### config.mk
export PLATFORM = sky130hd
export DESIGN_NAME = div_seq_ctrl_flat
export DESIGN_NICKNAME = d
export VERILOG_FILES = /design/src/rtl/div_pkg.sv /design/src/rtl/div_seq_ctrl_if.sv /design/src/rtl/div_step.sv /design/src/rtl/div_seq_ctrl.sv /design/src/flat_wrapper.sv
export SDC_FILE = /design/constraint.sdc
export NUM_CORES = 1
export LEC_CHECK = 0
export BUFFER_PORTS_ARGS = -buffer_cell sky130_fd_sc_hd__buf_2
export CORE_ASPECT_RATIO = 1.1
export CORE_MARGIN = 2
export CORE_UTILIZATION = 60
export DETAILED_ROUTE_END_ITERATION = 12
export GPL_TIMING_DRIVEN = 0
export PLACE_DENSITY_LB_ADDON = 0.25
export SLEW_MARGIN = 20
export SYNTH_ARGS = -nofsm -noshare
export SYNTH_HDL_FRONTEND = slang
export SYNTH_SLANG_ARGS = --single-unit
### constraint.sdc
create_clock -name clk -period 9.31 [get_ports clk]
set_input_delay 1.862 -clock clk [delete_from_list [all_inputs] [get_ports clk]]
set_output_delay 1.862 -clock clk [all_outputs]
set_load 0.01 [all_outputs]
### src/rtl/div_pkg.sv
// Shared types and constants for the sequential non-restoring divider.
package div_pkg;

  localparam int DEF_BITS       = 32;
  localparam int RESULT_REM_LSB = DEF_BITS;

  typedef enum logic [2:0] {
    IDLE,
    ITER,
    FIXUP,
    SIGN,
    DONE
  } state_e;

endpackage : div_pkg

### src/rtl/div_seq_ctrl_if.sv
// Request/response bundle between the ALU issue logic and the divider sequencer.
interface div_seq_ctrl_if
  import div_pkg::*;
#(
  parameter int BITS = DEF_BITS
);

  logic                start;
  logic [BITS-1:0]     dividend;
  logic [BITS-1:0]     divisor;
  logic                busy;
  logic                done;
  logic                div_by_zero;
  logic [2*BITS-1:0]   result;

  modport master (
    output start, dividend, divisor,
    input  busy, done, div_by_zero, result
  );

  modport slave (
    input  start, dividend, divisor,
    output busy, done, div_by_zero, result
  );

endinterface : div_seq_ctrl_if

### src/rtl/div_step.sv
// One non-restoring iteration; in fixup mode the same adder restores a negative remainder.
module div_step #(
  parameter int BITS = 32
) (
  input  logic [BITS:0]   i_a,
  input  logic [BITS-1:0] i_q,
  input  logic [BITS:0]   i_m,
  input  logic            i_fixup,
  output logic [BITS:0]   o_a,
  output logic [BITS-1:0] o_q
);

  logic [BITS:0] w_lhs;
  logic [BITS:0] w_rhs;
  logic          w_sub;
  logic [BITS:0] w_sum;

  // Subtraction is folded into the single adder as lhs + ~M + 1.
  assign w_sub = ~i_fixup & ~i_a[BITS];
  assign w_lhs = i_fixup ? i_a : {i_a[BITS-1:0], i_q[BITS-1]};
  assign w_rhs = i_m ^ {(BITS+1){w_sub}};
  assign w_sum = w_lhs + w_rhs + {{BITS{1'b0}}, w_sub};

  assign o_a = (i_fixup && !i_a[BITS]) ? i_a : w_sum;
  assign o_q = i_fixup ? i_q : {i_q[BITS-2:0], ~w_sum[BITS]};

endmodule : div_step

### src/rtl/div_seq_ctrl.sv
// Multi-cycle non-restoring divider sequencer: result = {remainder, quotient}.
// Define DIV_SIGNED_EN for two's-complement operands (adds a SIGN correction state).
module div_seq_ctrl
  import div_pkg::*;
#(
  parameter int BITS = DEF_BITS
) (
  input  logic           clk,
  input  logic           clear,
  div_seq_ctrl_if.slave  bus
);

  localparam int CW = $clog2(BITS);

  state_e            r_state;
  state_e            w_state_next;
  logic              w_busy;

  logic [BITS:0]     r_a;
  logic [BITS-1:0]   r_q;
  logic [BITS:0]     r_m;
  logic [CW-1:0]     r_count;
  logic              r_dbz_pend;
  logic              r_done;
  logic              r_dbz;
  logic [2*BITS-1:0] r_result;

  logic [BITS:0]     w_step_a;
  logic [BITS-1:0]   w_step_q;
  logic [BITS-1:0]   w_dvd_mag;
  logic [BITS-1:0]   w_dvs_mag;

`ifdef DIV_SIGNED_EN
  logic              r_neg_q;
  logic              r_neg_r;
  logic [BITS-1:0]   w_q_signed;
  logic [BITS-1:0]   w_r_signed;

  assign w_dvd_mag  = bus.dividend[BITS-1] ? ('0 - bus.dividend) : bus.dividend;
  assign w_dvs_mag  = bus.divisor[BITS-1]  ? ('0 - bus.divisor)  : bus.divisor;
  assign w_q_signed = r_neg_q ? ('0 - r_q) : r_q;
  assign w_r_signed = r_neg_r ? ('0 - r_a[BITS-1:0]) : r_a[BITS-1:0];
`else
  assign w_dvd_mag  = bus.dividend;
  assign w_dvs_mag  = bus.divisor;
`endif

  div_step #(.BITS(BITS)) u_step (
    .i_a     (r_a),
    .i_q     (r_q),
    .i_m     (r_m),
    .i_fixup (r_state == FIXUP),
    .o_a     (w_step_a),
    .o_q     (w_step_q)
  );

  // NOTE: sequential state uses non-blocking assignments so every register
  // samples pre-edge values regardless of process ordering.
  always_ff @(posedge clk or negedge clear) begin
    if (!clear) r_state <= IDLE;
    else        r_state <= w_state_next;
  end

  // NOTE: every output of this block gets a default first, so no path can
  // leave a signal unassigned and infer a latch.
  always_comb begin
    w_state_next = r_state;
    w_busy       = 1'b0;
    case (r_state)
      IDLE: begin
        if (bus.start) w_state_next = (bus.divisor == '0) ? DONE : ITER;
      end
      ITER: begin
        w_busy = 1'b1;
        if (r_count == '0) w_state_next = FIXUP;
      end
      FIXUP: begin
        w_busy = 1'b1;
`ifdef DIV_SIGNED_EN
        w_state_next = SIGN;
`else
        w_state_next = DONE;
`endif
      end
`ifdef DIV_SIGNED_EN
      SIGN: begin
        w_busy       = 1'b1;
        w_state_next = DONE;
      end
`endif
      DONE:    w_state_next = IDLE;
      default: w_state_next = IDLE;
    endcase
  end

  always_ff @(posedge clk or negedge clear) begin
    if (!clear) begin
      r_a        <= '0;
      r_q        <= '0;
      r_m        <= '0;
      r_count    <= '0;
      r_dbz_pend <= 1'b0;
      r_done     <= 1'b0;
      r_dbz      <= 1'b0;
      r_result   <= '0;
`ifdef DIV_SIGNED_EN
      r_neg_q    <= 1'b0;
      r_neg_r    <= 1'b0;
`endif
    end else begin
      r_done <= 1'b0;
      case (r_state)
        IDLE: begin
          if (bus.start) begin
            // Divide by zero preloads the final image so DONE needs no special case.
            if (bus.divisor == '0) begin
              r_a        <= {1'b0, bus.dividend};
              r_q        <= '1;
              r_dbz_pend <= 1'b1;
            end else begin
              r_a        <= '0;
              r_q        <= w_dvd_mag;
              r_m        <= {1'b0, w_dvs_mag};
              r_count    <= CW'(BITS - 1);
              r_dbz_pend <= 1'b0;
`ifdef DIV_SIGNED_EN
              r_neg_q    <= bus.dividend[BITS-1] ^ bus.divisor[BITS-1];
              r_neg_r    <= bus.dividend[BITS-1];
`endif
            end
          end
        end
        ITER: begin
          r_a     <= w_step_a;
          r_q     <= w_step_q;
          r_count <= r_count - 1'b1;
        end
        FIXUP: r_a <= w_step_a;
`ifdef DIV_SIGNED_EN
        SIGN: begin
          r_q <= w_q_signed;
          r_a <= {1'b0, w_r_signed};
        end
`endif
        DONE: begin
          r_result <= {r_a[BITS-1:0], r_q};
          r_dbz    <= r_dbz_pend;
          r_done   <= 1'b1;
        end
        default: ;
      endcase
    end
  end

  assign bus.busy        = w_busy;
  assign bus.done        = r_done;
  assign bus.div_by_zero = r_dbz;
  assign bus.result      = r_result;

endmodule : div_seq_ctrl

### src/flat_wrapper.sv
// flat-port wrapper written by rule: the top's interface ports become plain ports
module div_seq_ctrl_flat import div_pkg::*;
#(
  parameter int BITS = DEF_BITS
)
  (clk, clear, bus_start, bus_dividend, bus_divisor, bus_busy, bus_done, bus_div_by_zero, bus_result);
  div_seq_ctrl_if #(.BITS(BITS)) bus_i ();
  input  logic clk;
  input  logic clear;
  input wire logic [$bits(bus_i.start)-1:0] bus_start;
  input wire logic [$bits(bus_i.dividend)-1:0] bus_dividend;
  input wire logic [$bits(bus_i.divisor)-1:0] bus_divisor;
  output wire logic [$bits(bus_i.busy)-1:0] bus_busy;
  output wire logic [$bits(bus_i.done)-1:0] bus_done;
  output wire logic [$bits(bus_i.div_by_zero)-1:0] bus_div_by_zero;
  output wire logic [$bits(bus_i.result)-1:0] bus_result;
  assign bus_i.start = bus_start;
  assign bus_i.dividend = bus_dividend;
  assign bus_i.divisor = bus_divisor;
  assign bus_busy = bus_i.busy;
  assign bus_done = bus_i.done;
  assign bus_div_by_zero = bus_i.div_by_zero;
  assign bus_result = bus_i.result;
  div_seq_ctrl #(.BITS(BITS)) u_core (.clk(clk), .clear(clear), .bus(bus_i));
endmodule
==> impl.org, run 1 <==
** Setup path
- The signal on the critical path passes through buf_6, nor3b_2, buf_4, nor2_1, buf_1, xor2_1, ha_1, clkbuf_1, nand4_1, nor4_1, and4_1, o2111ai_1, nand3_1, a31oi_1, xor2_1, o21ai_0.
- Setup Crit Path Kind :: reg -> reg
- Arrival time of data at the critical path endpoint :: about 4.8 ns
- The critical path contains buffers and inverters numbering 4 combined.
- Among the stages of the critical path, the cell type that occurs most often is xor2_1.
- The slowest stage of the critical path belongs to the cell buf_1.
- Register-to-register path setup slack :: 4.83 ns
- Broken down by cell family, the worst path's largest delay share belongs to simple AND/OR/NAND/NOR gates.
- Of all nets on the critical path, the largest fanout is 10.
- In this run the critical register-to-register path is launched from u_core.r_state[1]$_DFFE_PN0P_.
- The critical path crosses 16 cells after its start point.
- The worst setup path is captured at a flip-flop.
- Longest individual stage delay on the worst path :: approximately 0.55 ns
- STA puts the critical path data required time at around 9.7 ns.
- The most critical setup path has its startpoint at u_core.r_state[1]$_DFFE_PN0P_.
- STA classifies the critical path startpoint as a flip-flop.
- Counting cells, the worst reg-to-reg path comes to 16.

** Timing
- Headroom to the max-slew limit came out at about a quarter.
- Of the available clock period, the critical path in the final layout requires around half.
- The total count of max-transition violations in the final report is 0.
- Counting I/O delays and the setup requirement, the final critical path takes 4.48 ns.
- In the final timing run, aggregate negative setup slack is 0 ns.
- Final Setup Violations :: 0
- For the pin with the worst max-slew slack, the measured transition is ~1.1 ns.
- Setup repair after global routing left no endpoint under its margin.
- Max Clock Skew :: approximately 0.0083 ns
- Hold Violations, Final :: 0
- Worst hold slack :: 0.501 ns
- Top achievable clock speed :: about 220 MHz

** Pwr
- Switching power :: 2.16 mW
- Per report_power, the sequential group accounts for between 20% and 30% of the total.
- The share of total power dissipated in the clock network is 14.4%.
- Power spread over the standard cell area amounts to around 420 mW/mm^2.
- Internal power comes to ~2.5 mW.
- Leakage power summed over all cells :: 5.43 nW
- Worst IR drop on VDD :: around 0.24 mV
- Per report_power, the combinational group accounts for just under 60% of the total.
- In this run switching power makes up 45.9% of total power.

** Global routing
- Grt ovf :: 0
- Wire length of the first global-routing pass :: approximately 40000 microns
- Antenna violations before repair :: 0
- The number of global-route vias before repair is between 7000 and 8000.
- GRT Overall Usage :: 29.1%
- Entering global routing, the biggest net connects between 80 and 90 pins.

** Finish
- Most common library cell in the layout ignoring fill and taps :: dfrtp_1
- Fill cell instance count of the final layout :: between 1000 and 1500
- Non-filler cells in the finished layout :: around 1300
- In the final layout, the share of cells above drive strength 1 is between 20 and 30%.
- Flip-flop and latch area :: ~0.0043 sq mm
- Top library cells by usage in the layout, fill and taps aside :: dfrtp_1 (172), buf_2 (136), mux2_2 (130), nand2_1 (77), o21ai_0 (65)
- Compared with the post-synthesis result, the final layout area differs by 15.8%.
- Multi-input logic area :: a little under 0.005 sq mm
- In the final design database the tool counted 1171 nets.
- Diodes inserted :: 0

** Logic synthesis
- The portion of synthesized area spent on multiplexers is between 10% and 20%.
- After Yosys synthesis, and, or, nand and nor cells account for between 10% and 20% of the synthesized area.
- In this run, synthesis inferred 0 flip-flops with an integrated enable.
- Gate Count Post-Synth :: approximately 900
- After Yosys synthesis, full adders, half adders and majority gates account for 4.51% of the synthesized area.
- Dominant combinational cell family by area after synthesis :: compound AO/OA/AOI/OAI gates
- Fraction of registers with async set/reset :: 100%
- Synthesis instantiated 65 different standard cells from the library.
- Post-synthesis cell area :: 0.00959 sq mm
- Among all flip-flop cells after synthesis, the most frequent one is dfrtp_1.
- During synthesis, Yosys emitted a total of 0 warnings.
- Synthesis produced a netlist with a net count of 1018.
- The synthesized design contains 172 register bits.
- After Yosys synthesis, XOR and XNOR cells account for 5.57% of the synthesized area.
- Compound-gate portion of the synthesized area :: 15.6%
- A synthesized cell averages between 10 and 15 sq um.
- Sequential cells were found to cover roughly 45% of the synthesized design area.

** Worst hold path
- Hold path depth :: 1
- The worst hold path begins at u_core.bus.result[11]$_DFFE_PN0P_.
- Path category of the worst min-delay check :: reg -> reg

** Placement
- Estimated wirelength of the detail-placed design :: ~19000 microns
- Routability-driven placement finished with a final weighted congestion of roughly 0.9.
- Port buffering added about 130 buffers.
- The number of placed instances, taps included, is 1251.

** Clock tree
- Resized Gates After CTS :: 0
- After clock tree synthesis, the clock-pin slew on the worst setup and hold paths is approximately 0.070 ns.
- Total setup buffers inserted after CTS :: 0
- Maximum number of buffers from clock root to sink :: 2
- CTS Buf Count :: 17
- TritonCTS built the clock tree.
- The clock tree synthesis step divided the H-tree into 4 levels.
- In this run the clock root is driven by a clkbuf_16.
- Clock tree sinks :: between 150 and 200
- Clock latency reported for the late side of the worst-skew pair :: 0.44 ns
- Hold bufs inserted after CTS :: 0

** Die
- about 130 I/O pins were placed.
- For this configuration, the core starts out at a cell density of between 60 and 70%.
- The floorplan has 48 rows.
- Die outline area :: ~0.017 sq mm
- The die is between 100 and 150 microns wide.
- After floorplanning, the core was sized to cover approximately 0.016 sq mm.
- Vert. Die Dim :: roughly 140 microns

** Route
- For this run, the detailed router's first-pass iteration total came to 5.
- For this run, design rule violations remaining after detail routing come to 0.
- Using the TritonRoute via totals, the vias-per-cell ratio works out to 6.07.
- Top layer in use :: met4
- The detailed router placed just under 8000 vias in this run.
- Total detailed-routing wirelength :: approximately 24000 microns
- The routed design uses between 10000 and 15000 microns of met2 wire.
- Length of routed wiring on met1 :: 10600 microns
- After detailed routing, the average wire length per cell comes to between 15 and 20 microns.
- Routed length on met3 :: approximately 1600 microns
- Violation count after the first detailed-route iteration :: 633
- The detail route stage leaves a number of antenna-violating nets equal to 0.

** Flow run
- Max-cap violations in this run came to 0.

** Outcome
- The flow ran to the end, and the final reports show no timing, DRC or antenna violations.
[sequential cells by signal, summed over array words and instances (netlist names)]
register                count
u_core.bus.result          64
u_core.r_a                 33
u_core.r_m                 32
u_core.r_q                 32
u_core.r_count              5
u_core.r_state              3
u_core.bus.div_by_zero      1
u_core.bus.done             1
u_core.r_dbz_pend           1
[per-stage QoR]
step / setup slack [ns] / total power, mW / cell area, sq um / util, %
floorplan: 5.68 / 3.33 / 9590 / -
global placement: 3.75 / 3.91 / 10500 / 67.0
detailed placement: 4.59 / 3.98 / 10500 / 67.3
CTS: 4.86 / 4.67 / 11100 / 70.8
global route: 4.47 / 5.09 / 11100 / 70.8
finish: 4.83 / 4.71 / 11100 / 70.8
[routing by layer]
metal	track usage, %	vias to the layer above
met1	40.5	3801
met5	0	-
met2	47.4	306
met3	4.22	41
met4	9.68	0
li1	-	3636
[power by group through the flow]
stage	clock network, mW	logic, mW	registers (mW)
after global placement	0	2.69	1.23
final	0.677	2.80	1.23
after CTS	0.681	2.76	1.22
after floorplan	0	2.17	1.16
after detailed placement	0	2.74	1.24
after global routing	0.711	3.12	1.26
[cell usage after synthesis (3+ instances only)]
cell type	count	area, sq um
o211ai_1	4	30.0
clkbuf_1	50	188
o31ai_1	3	22.5
dfrtp_1	172	4300
o22ai_1	3	18.8
nor4_1	12	75.1
inv_1	18	67.6
buf_1	4	15.0
buf_2	4	20.0
a21o_1	16	120
xnor2_1	19	166
o21bai_1	3	22.5
and3_1	16	100
or3_1	4	25.0
nand2_1	77	289
nand3b_1	4	30.0
ha_1	33	413
a221oi_1	11	96.3
o21a_1	7	52.6
a21boi_0	4	30.0
nand3_1	14	70.1
nand4_1	9	56.3
nand2b_1	4	25.0
a31oi_1	11	68.8
mux2_2	130	1460
xor2_1	42	368
nor2_1	47	176
a22oi_1	31	233
a21oi_1	49	245
o21ai_0	65	325
nor3_1	5	25.0
[final timing paths]
path	end
setup / recovery	u_core.r_a[30]$_DFFE_PN0P_
hold / removal	u_core.bus.result[11]$_DFFE_PN0P_
setup reg to reg	u_core.r_a[30]$_DFFE_PN0P_
hold reg to reg	u_core.bus.result[11]$_DFFE_PN0P_
max in group asynchronous	u_core.r_m[3]$_DFFE_PN0P_
min in group asynchronous	u_core.bus.result[27]$_DFFE_PN0P_
[logic make-up after synthesis]
kind of cell	Yosys count
compound gates	229
simple gates	210
flops	172
mux	131
buf+inv	80
xor+xnor	61
fa+ha+maj	34
[area by class of cell]
type	instances	area share [%]
Multi-Input combinational cell	665	44.7
Sequential cell	172	38.8
Timing Repair Buffer	134	6.33
Clock buffer	18	3.87
Buffer	61	2.28
Tap cell	200	2.25
Clock inverter	14	1.16
Inverter	19	0.642
Note: power is estimated with default switching activity, not from simulation.
==> run 2: changes to the inputs <==
--- a/config.mk
+++ b/config.mk
@@ -5,10 +5,11 @@
 export SDC_FILE = /design/constraint.sdc
 export NUM_CORES = 1
 export LEC_CHECK = 0
+export ABC_AREA = 1
 export BUFFER_PORTS_ARGS = -buffer_cell sky130_fd_sc_hd__buf_2
 export CORE_ASPECT_RATIO = 1.1
 export CORE_MARGIN = 2
-export CORE_UTILIZATION = 60
+export CORE_UTILIZATION = 53
 export DETAILED_ROUTE_END_ITERATION = 12
 export GPL_TIMING_DRIVEN = 0
 export PLACE_DENSITY_LB_ADDON = 0.25
==> constraint.sdc (replaced) <==
create_clock -name clk -period 3.7 [get_ports clk]
set_input_delay 0.74 -clock clk [delete_from_list [all_inputs] [get_ports clk]]
set_output_delay 0.74 -clock clk [all_outputs]
set_load 0.01 [all_outputs]
==> run 2 against run 1 <==
Worst hold slack got worse by 0.19 ns. Non-clock buffer count is 8 lower. Count of clock-buffer cells in the layout is the same. Critical path depth is 5 higher. Cell count is 24% higher. Clock skew increased by 0.0025 ns. First-iteration DRC count decreased by 1.4%. Clock power grew to 2.6 times the previous value. Synthesized area increased by 0.42%. Design area rose by 1.1%. Maximum frequency rose by 33%. Die area up 13%.
==> impl.org, run 2 <==
** Pwr
- The internal portion of the total power is between 6 and 7 mW.
- In this run the static leakage power is roughly 5.7 nW.
- The share of total power dissipated in sequential elements is 23.2%.
- In this run the power density over the cells is approximately 1100 mW/mm^2.
- Summed over all nets, the switching power comes to around 5.8 mW.
- In this run, the combinational gates consume just over 60% of the power.
- Net switching fraction of the power :: roughly half
- The share of total power dissipated in the clock network is 14.7%.
- Pwr Total :: 12.1 mW
- IR analysis of the VDD net gives a maximum drop of 0.474 mV.

** Setup path
- In this design, the stage delay of the slowest critical-path cell is ~0.45 ns.
- Data required time of the critical path :: between 4 and 5 ns
- Among all stages on the critical path, the largest delay is contributed by dfrtp_1.
- In this run the critical register-to-register path is launched from u_core.r_state[0]$_DFFE_PN0P_.
- The critical path starts at u_core.r_state[0]$_DFFE_PN0P_.
- Setup Crit Path Kind :: reg -> reg
- Sequence of cells on the critical path :: inv_2, nand3_4, buf_2, buf_1, nand2_1, o21ai_0, ha_1, a21oi_1, o21ai_0, a21oi_1, inv_1, nand2_1, nand2_1, nand2_1, nand2_1, nand2_1, nand2_1, nand2_1, nand3_1, nand2_1, nand2_1
- In this run the worst path has a maximum fanout of 10.
- In this design, the critical path's most frequently occurring cell is nand2_1.
- Data on the critical path arrives at its endpoint at 3.69 ns.
- The worst setup path is captured at a flip-flop.
- Sort of element at the start of the critical path :: flip-flop

** Timing
- Min Clock Period, post-route :: about 3.4 ns
- Top achievable clock speed :: 298 MHz
- The total count of max-transition violations in the final report is 0.
- Max Clock Skew :: ~0.011 ns
- In the post-route analysis, the smallest setup slack over all paths is between 0.3 and 0.4 ns.
- The hold violation total from the final report was 0.
- Setup repair after global routing left no endpoint under its margin.
- Share of the clock period used by the worst path after layout :: around 91%
- At the pin with the least slew margin, the transition time is 0.690 ns.
- Final Setup Violations :: 0
- Worst slew margin relative to its limit :: 54.0%

** Logic synthesis
- In the synthesized netlist the dominant register cell turns out to be dfrtp_1.
- Synthesis produced a netlist whose cell count is ~1200.
- The synthesized design contains 0 enable-type register cells.
- During synthesis, Yosys emitted a total of 0 warnings.
- Top cell types by occurrence after synthesis :: nand2_1 (319), dfrtp_1 (172), o21ai_0 (167)
- After synthesis, the cell types taking the most area are dfrtp_1 (45%), nand2_1 (12%), o21ai_0 (8.7%).
- After synthesis, the netlist uses 53 different library cells.
- Synthesized net count :: between 1000 and 1500
- In the post-synthesis netlist, the cell with the most instances is nand2_1.
- Post-synthesis cell area :: 0.00963 sq mm
- The synthesized design contains roughly 170 register bits.
- The share of the Yosys chip area taken by registers is between 40% and 50%.
- After synthesis, the share of flip-flops with an asynchronous set or reset is 100%.
- Largest area contributor in the netlist :: dfrtp_1
- Of the post-synthesis cell area, the dominant cell type holds 44.7%.
- Avg Inst Size Synth :: a little over 8 sq um

** Die
- Total core area :: 0.0177 sq mm
- Number of top-level pins :: 134
- Starting Density :: a little over half
- Width of the die :: 133 microns
- Die outline area :: slightly below 0.02 sq mm
- Number of placement rows :: 51
- The floorplan step set the die height to between 100 and 150 microns.

** Route
- Detailed-route via count :: about 8700
- Detailed-router iteration count before antenna repair :: 7
- The detail route stage leaves a number of antenna-violating nets equal to 0.
- The first routing iteration left around 620 violations.
- The routed design has 26200 microns of wire.
- In the final routed layout, each cell accounts on average for 16.4 microns.
- Avg Vias per Cell :: around 5.5
- Post-detailed-route DRC marker count :: 0

** Clock tree
- CTS Buf Count :: 17
- Resized Gates After CTS :: 0
- Total setup buffers inserted after CTS :: 0
- Clock tree from TritonCTS :: yes
- Clock latency on the worst-skew pair, taken at its later pin, is between 0.4 and 0.5 ns.
- CTS placed an instance of clkbuf_16 at the clock tree root.
- Maximum number of buffers from clock root to sink :: 2
- H-tree levels :: 4
- Clock edge transition at the registers on the reported setup and hold paths :: 0.07 ns
- Buffers inserted to repair hold after CTS numbered 0.
- Counting every sink on the clock net gives around 170.

** Finish
- The count of cells in the finished layout, fillers not included, comes to about 1600.
- The top cell types in the final layout, fill and taps aside, are nand2_1 (319), dfrtp_1 (172), o21ai_0 (166), buf_2 (145), inv_1 (125).
- Cells with a size suffix above 1 make up between 15 and 20% of the layout.
- 0 antenna diodes ended up in the layout.
- From synthesis to final layout, the design area changed by 16.5%.
- Max reg flops :: 64
- After routing the design area is 0.0112 sq mm.
- Net total in the final layout :: approximately 1400
- Most common library cell in the layout ignoring fill and taps :: nand2_1

** Global routing
- Antenna violations before repair :: 0
- For this run, the total global-route usage over all layers was measured as approximately 28%.
- Vias in the first global route :: 8294
- Grt ovf :: 0
- The first global-routing pass estimated ~42000 microns of wire.
- Pin count of the biggest net entering global routing :: between 90 and 100

** Placement
- IO Port Bufs :: about 130
- Summed over all nets, the half-perimeter wirelength after detailed placement is 20600 microns.
- Placed instance count :: roughly 1600
- Routability-driven placement finished with a final weighted congestion of between 0.9 and 1.
- Placed instance area :: between 0.01 and 0.015 sq mm
- DP Worst Slack :: between 0.2 and 0.25 ns

** Flow run
- Across the run, the number of max-cap violations was 0.

** Worst hold path
- The min-delay analysis places its worst path in the category in -> async.

** Outcome
- Status :: finished clean
-- run 2: cell count changes after synthesis, moves of 15 or more --
| cell | delta |
|---|---|
| a22oi_1 | -27 |
| and3_1 | -15 |
| clkbuf_1 | -18 |
| inv_1 | +107 |
| mux2_2 | -130 |
| nand2_1 | +242 |
| nand3_1 | +36 |
| o21ai_0 | +102 |
| o221ai_1 | +40 |
| xnor2_1 | +21 |
| xor2_1 | -37 |
-- run 2: cell type report --
| type | instances | area, sq um |
|---|---|---|
| flip-flops and latches | 172 | 4300 |
| inverters | 133 | 509 |
| fillers | 1634 | 6520 |
| multi-input cells | 835 | 4550 |
| repair buffers | 134 | 703 |
| well taps | 238 | 298 |
| clock buffers | 18 | 439 |
| clock inverters | 14 | 145 |
| plain buffers | 53 | 277 |
-- run 2: through the flow --
| stage | TNS (ns) | hold WS [ns] | utilization (%) |
|---|---|---|---|
| after global routing | 0 | 0.379 | 63.3 |
| after floorplan | 0 | 0.444 | - |
| after detailed placement | 0 | 0.465 | 59.9 |
| final | 0 | 0.308 | 63.3 |
| after CTS | 0 | 0.341 | 63.2 |
| after global placement | -115.22 | 0.461 | 59.7 |
-- run 2: cells by family (layout without fill, tap and decap cells) --
kind of cell               after synthesis  in the layout  synth area share (%)
and+or+nand+nor                        461            461                  20.3
AOI/OAI and AO/OA                      295            295                  18.3
buffers and inverters                  186            352                  8.13
DFF                                    172            172                  44.7
xor gates and xnor gates                45             45                  4.09
adders and majority gates               34             34                  4.49
-- run 2: path summary, 6_finish.rpt --
path                                                endpoint  slack, ns  depth (start not counted)
hold reg to reg            u_core.bus.result[10]$_DFFE_PN0P_       0.48                          2
min in group clk           u_core.bus.result[10]$_DFFE_PN0P_       0.48                          2
setup reg to reg                   u_core.r_q[0]$_DFFE_PN0P_       0.34                         21
hold / removal                     u_core.r_m[2]$_DFFE_PN0P_       0.31                          1
setup / recovery                   u_core.r_q[0]$_DFFE_PN0P_       0.34                         21
max in group asynchronous  u_core.bus.result[47]$_DFFE_PN0P_       2.54                          2
-- run 2: power by group through the flow --
stage / sequential, mW / clock [mW] / combinational, mW
after floorplan: 2.76 / 0 / 5.65
after global routing: 2.85 / 1.87 / 8.39
after CTS: 2.79 / 1.78 / 7.39
final: 2.79 / 1.77 / 7.50
after detailed placement: 2.82 / 0 / 7.33
after global placement: 2.80 / 0 / 7.23
-- run 2: metal layers --
metal	vias up	wire length (microns)	share of wire [%]	track usage [%]
li1	4290	-	-	-
met1	4089	11500	44	37.5
met2	300	12500	48	45.9
met3	38	1640	6.2	4.60
met4	0	586	2.2	8.71
met5	-	0	0	0
-- run 2: worst max-delay path: cells and delay by family, from the launching register on --
kind	cells	cell delay, ns
compound gates	4	0.59
fa+ha+maj	1	0.34
buf+inv	4	0.80
flops	1	0.45
simple gates	12	1.10
